[config.mk]
export PLATFORM = sky130hd
export DESIGN_NAME = lcd_ctrl
export DESIGN_NICKNAME = d
export VERILOG_FILES = /design/src/rtl/lcd_ctrl.sv
export SDC_FILE = /design/constraint.sdc
export NUM_CORES = 1
export LEC_CHECK = 0
export ABC_CLOCK_PERIOD_IN_PS = 2300
export BUFFER_PORTS_ARGS = -buffer_cell sky130_fd_sc_hd__buf_4
export CORE_MARGIN = 2
export CORE_UTILIZATION = 34
export CTS_CLUSTER_DIAMETER = 120
export DETAILED_ROUTE_END_ITERATION = 7
export SYNTH_ARGS = -nofsm -noshare
export SYNTH_HDL_FRONTEND = slang
export SYNTH_SLANG_ARGS = --single-unit
[constraint.sdc]
create_clock -name clk_i -period 2.3 [get_ports clk_i]
set_input_delay 0.23 -clock clk_i [delete_from_list [all_inputs] [get_ports clk_i]]
set_output_delay 0.23 -clock clk_i [all_outputs]
set_load 0.01 [all_outputs]
[src/rtl/lcd_ctrl.sv]
// HD44780-style 8-bit write controller driven by the CPU LCD register.
// Optional power-up init sequence is enabled by defining LCD_CTRL_INIT_SEQ_EN.
module lcd_ctrl #(
    parameter int unsigned T_SETUP     = 2,
    parameter int unsigned T_EN_HIGH   = 12,
    parameter int unsigned T_HOLD      = 2,
    parameter int unsigned T_EXEC      = 2000,
    parameter int unsigned T_EXEC_LONG = 82000
) (
    input  logic        clk_i,
    input  logic        rst_ni,
    input  logic [31:0] lcd_reg_i,
    output logic [7:0]  lcd_data_o,
    output logic        lcd_rs_o,
    output logic        lcd_rw_o,
    output logic        lcd_en_o,
    output logic        lcd_on_o,
    output logic        busy_o,
    output logic        overrun_o
);

    typedef enum logic [2:0] {
        IDLE,
        SETUP,
        PULSE,
        HOLD,
        EXEC
    } state_e;

    state_e      state_q, state_d;
    logic [31:0] cnt_q, cnt_d;
    logic [7:0]  data_q, data_d;
    logic        rs_q, rs_d;
    logic        en_q, en_d;
    logic        busy_q, busy_d;
    logic        ovr_q, ovr_d;
    logic        on_q;
    logic        prev_go_q;
    logic        pend_vld_q, pend_vld_d;
    logic [7:0]  pend_data_q, pend_data_d;
    logic        pend_rs_q, pend_rs_d;

    logic        req;
    logic        req_taken;
    logic        last_cycle;
    logic        launch;
    logic [7:0]  launch_data;
    logic        launch_rs;
    logic        init_step;
    logic        init_rem;
    logic [7:0]  init_word;
    logic        unused_bits;

`ifdef LCD_CTRL_INIT_SEQ_EN
    logic [2:0] init_idx_q, init_idx_d;

    assign init_rem = (init_idx_q < 3'd4);

    always_comb begin
        unique case (init_idx_q[1:0])
            2'd0:    init_word = 8'h38;
            2'd1:    init_word = 8'h0C;
            2'd2:    init_word = 8'h01;
            default: init_word = 8'h06;
        endcase
    end

    assign init_idx_d = init_step ? init_idx_q + 3'd1 : init_idx_q;

    always_ff @(posedge clk_i) begin
        if (!rst_ni) begin
            init_idx_q <= '0;
        end else begin
            init_idx_q <= init_idx_d;
        end
    end
`else
    assign init_rem  = 1'b0;
    assign init_word = '0;
`endif

    assign unused_bits = ^{lcd_reg_i[30:11], lcd_reg_i[9], init_step};

    assign req        = lcd_reg_i[10] ^ prev_go_q;
    assign last_cycle = (cnt_q <= 32'd1);

    function automatic logic [31:0] exec_len(input logic rs, input logic [7:0] data);
        if (!rs && (data == 8'h01 || data == 8'h02 || data == 8'h03)) begin
            return T_EXEC_LONG;
        end
        return T_EXEC;
    endfunction

    always_comb begin
        state_d     = state_q;
        cnt_d       = (cnt_q != '0) ? cnt_q - 32'd1 : '0;
        data_d      = data_q;
        rs_d        = rs_q;
        ovr_d       = ovr_q;
        pend_vld_d  = pend_vld_q;
        pend_data_d = pend_data_q;
        pend_rs_d   = pend_rs_q;
        req_taken   = 1'b0;
        init_step   = 1'b0;
        launch      = 1'b0;
        launch_data = '0;
        launch_rs   = 1'b0;

        unique case (state_q)
            IDLE: begin
                if (init_rem) begin
                    launch      = 1'b1;
                    launch_data = init_word;
                    init_step   = 1'b1;
                end else if (req) begin
                    launch      = 1'b1;
                    launch_data = lcd_reg_i[7:0];
                    launch_rs   = lcd_reg_i[8];
                    req_taken   = 1'b1;
                end
            end
            SETUP: begin
                if (last_cycle) begin
                    state_d = PULSE;
                    cnt_d   = T_EN_HIGH;
                end
            end
            PULSE: begin
                if (last_cycle) begin
                    state_d = HOLD;
                    cnt_d   = T_HOLD;
                end
            end
            HOLD: begin
                if (last_cycle) begin
                    state_d = EXEC;
                    cnt_d   = exec_len(rs_q, data_q);
                end
            end
            EXEC: begin
                if (last_cycle) begin
                    // Init words take priority; host requests stay pending until the sequence ends.
                    if (init_rem) begin
                        launch      = 1'b1;
                        launch_data = init_word;
                        init_step   = 1'b1;
                    end else if (pend_vld_q) begin
                        launch      = 1'b1;
                        launch_data = pend_data_q;
                        launch_rs   = pend_rs_q;
                        pend_vld_d  = 1'b0;
                    end else if (req) begin
                        launch      = 1'b1;
                        launch_data = lcd_reg_i[7:0];
                        launch_rs   = lcd_reg_i[8];
                        req_taken   = 1'b1;
                    end else begin
                        state_d = IDLE;
                    end
                end
            end
            default: state_d = IDLE;
        endcase

        if (launch) begin
            state_d = SETUP;
            cnt_d   = T_SETUP;
            data_d  = launch_data;
            rs_d    = launch_rs;
        end

        // A slot freed this cycle by a launch refills without counting as overrun.
        if (req && !req_taken) begin
            ovr_d       = ovr_q | pend_vld_d;
            pend_vld_d  = 1'b1;
            pend_data_d = lcd_reg_i[7:0];
            pend_rs_d   = lcd_reg_i[8];
        end

        en_d   = (state_d == PULSE);
        busy_d = (state_d != IDLE) || pend_vld_d;
    end

    always_ff @(posedge clk_i) begin
        if (!rst_ni) begin
            state_q     <= IDLE;
            cnt_q       <= '0;
            data_q      <= '0;
            rs_q        <= 1'b0;
            en_q        <= 1'b0;
            busy_q      <= 1'b0;
            ovr_q       <= 1'b0;
            on_q        <= 1'b0;
            prev_go_q   <= lcd_reg_i[10];
            pend_vld_q  <= 1'b0;
            pend_data_q <= '0;
            pend_rs_q   <= 1'b0;
        end else begin
            state_q     <= state_d;
            cnt_q       <= cnt_d;
            data_q      <= data_d;
            rs_q        <= rs_d;
            en_q        <= en_d;
            busy_q      <= busy_d;
            ovr_q       <= ovr_d;
            on_q        <= lcd_reg_i[31];
            prev_go_q   <= lcd_reg_i[10];
            pend_vld_q  <= pend_vld_d;
            pend_data_q <= pend_data_d;
            pend_rs_q   <= pend_rs_d;
        end
    end

    assign lcd_data_o = data_q;
    assign lcd_rs_o   = rs_q;
    assign lcd_rw_o   = 1'b0;
    assign lcd_en_o   = en_q;
    assign lcd_on_o   = on_q;
    assign busy_o     = busy_q;
    assign overrun_o  = ovr_q;

endmodule

==> results.ini <==
[status]
outcome = complete, no violations

[timing]
max_freq_mhz = 461
setup_viol = 0
tightest_slew_ns = 0.486
tns_ns = 0
fin_skew_ns = 0.00993
slew_viol_final = 0
slew_headroom_pct = 67.3
report.final.hold_viol_count = 0
min_period_ns = 2.17
post-route-period-util_pct = 94.4
grt_setup_unrepaired = false

[pwr]
irDropWorstVdd_mv = 0.767
power_density_nw_per_um2 = 1840
leakage_uw = 0.00137

[die]
start_util_pct = 35.0
die_area_sq_um = 9200
ios = 48
coreArea_sq_um = 8220
die_y_microns = 95.9
row_count = 33
die_x_microns = 95.9

[drt]
wl_per_cell_microns = 13.2
drt_first_iter_violations = 102
drc = 0
vias = 2388
routed_wl_microns = 6220
firstDrtPassIters = 4
viasPerCell = 5.06
ant_nets = 0

[finish]
mostFrequentLayoutCells = dfxtp_1 (59), buf_4 (49), nor2_1 (37)
fin_nets = 399
final_core_util_pct = 43.0
diodes = 0
area_delta_synth_final_pct = 23.1
drive_gt1_share_pct = 23.4
final_cells = 472
final_common_cell = dfxtp_1

[job]
drv_cap = 0

[grt]
grt_pass1_wl_microns = 10300
antenna_found_initial = 0
grt_max_degree = 29
grt_util_all_layers_pct = 14.6
grt_pass1_vias = 2225
gr-total-overflow = 0

[synthesis]
synthTopCellsByArea = dfxtp_1 (41%), xnor2_1 (5.8%), nor2_1 (4.8%)
synth_top_cell_area_share_pct = 41.1
synth-seq-cells = 59
syn_avg_cell_area_sq_um = 9.09
synth_flop_cell = dfxtp_1
synth_cells = 316
ys_warn_count = 0
synth_top_area_cell = dfxtp_1
synthDistinctLibCells = 53
synth_edf_count = 0
seq_area_frac_synth_pct = 41.1
async_flop_share_pct = 0
syn-num-nets = 353
netlist_area_sq_um = 2870

[critical_path]
worst-path-buf-inv = 0
cp.required_ns = 2.52
critical-path-top-delay-family = simple AND/OR/NAND/NOR gates
max_stage_delay_ns = 0.56
worst-setup-path-type = reg -> reg
rrSetupSlack_ns = 0.13
slowest_stage = or4_4
cp_max_fo = 9
endpoint_kind = flip-flop
path_cells = or4_4, nand2b_4, or3_1, nor2b_1, o311a_1
arrival_ns = 2.39
startpoint_type = flip-flop

[clock_network]
cts_root_buffer = clkbuf_8
cts_htree_levels = 3
postCtsSetupBuffers = 0
cts.clk_slew.worst_paths_ns = 0.07
clock_sinks = 59
cts_buffers = 9
cts_buffer_depth = 2
clk_latency_ns = 0.34
cts_tree = built

[placed_design]
place_congestion = 0.823
dp_hpwl_microns = 4210
place_inst = 455
portBuffers = 25

[hold_path]
hp-class = in -> reg

[metal layers]
layer  wire [microns]  track usage [%]  part of all wire [%]  vias up
met5                0                0                     0        -
met2             2930             23.2                    47       29
met4              102             6.55                   1.6        0
met3              177             4.54                   2.8        8
li1                 -                -                     -     1228
met1             3010             18.2                    48     1123
[worst register-to-register path: stages, from the launching register on]
cell and delay, ns:
dfxtp_1 0.33, or4_4 0.56, nand2b_4 0.23, or3_1 0.45, nor2b_1 0.15, o311a_1 0.34
[Yosys cell counts, types with 2 or more instances]
library cell / number
or4_1: 4
a221o_1: 9
nor3b_1: 9
nor3_2: 3
buf_2: 5
nand4_1: 3
o21a_1: 7
nor4_2: 3
nor4_1: 14
nor2b_1: 2
nor4_4: 3
clkbuf_1: 9
dfxtp_1: 59
or3_1: 6
xnor2_1: 19
nand2b_1: 4
ha_1: 3
xor2_1: 9
inv_1: 5
o21ai_0: 3
o31ai_1: 2
a21boi_0: 3
or2_2: 4
nand3_1: 9
nor3_1: 9
mux2i_1: 9
nor2_1: 37
a21oi_1: 12
nand2_1: 28
[sequential cells by signal (all words and copies together), names as in the netlist]
register	flops
state_q	3
lcd_data_o	8
pend_rs_q	1
overrun_o	1
pend_data_q	8
pend_vld_q	1
prev_go_q	1
cnt_q	32
lcd_on_o	1
busy_o	1
lcd_en_o	1
lcd_rs_o	1
[metrics by stage]
step / hold WS (ns) / instance area (sq um) / worst slack (ns) / total power (uW)
floorplan: 0.258 / 2870 / 0.216 / 4470
global placement: 0.363 / 3310 / 0.0822 / 5450
detailed placement: 0.367 / 3310 / 0.0810 / 5510
CTS: 0.0800 / 3510 / 0.0687 / 6490
global route: 0.0981 / 3540 / 0.0146 / 7070
finish: 0.0902 / 3540 / 0.130 / 6500
[area by class of cell]
type / count / area [sq um]
Inverter: 5 / 18.8
Sequential cell: 59 / 1180
Tap cell: 105 / 131
Clock buffer: 11 / 141
Fill cell: 778 / 4680
Clock inverter: 5 / 52.6
Multi-Input combinational cell: 236 / 1620
Timing Repair Buffer: 51 / 389
[path summary, 6_finish.rpt]
path,start,cells past startpoint,to
setup / recovery,cnt_q[20]$_SDFF_PP0_,5,cnt_q[1]$_SDFF_PN0_
hold / removal,lcd_reg_i[31],2,lcd_on_o$_SDFF_PN0_
setup reg to reg,cnt_q[20]$_SDFF_PP0_,5,cnt_q[1]$_SDFF_PN0_
hold reg to reg,pend_rs_q$_SDFFE_PN0P_,2,pend_rs_q$_SDFFE_PN0P_
[logic make-up after synthesis]
family                     share of synthesized area (%)
other                                              0.131
DFF                                                 41.1
muxes                                               3.14
xor gates and xnor gates                            8.54
and+or+nand+nor                                     30.4
AOI/OAI and AO/OA                                   12.2
buffers and inverters                               3.14
adders and majority gates                           1.31
[repair_timing]
item,CTS,global route
endpoints found under the setup margin,0,15
resized for setup,0,4
hold buffers,1,0
hold endpoints to repair,1,0
[power breakdown]
group	internal [uW]	switching [uW]
combinational	1750	2160
clock	524	410
sequential	1340	311
total	3610	2890
(Power assumes the default switching activity.)
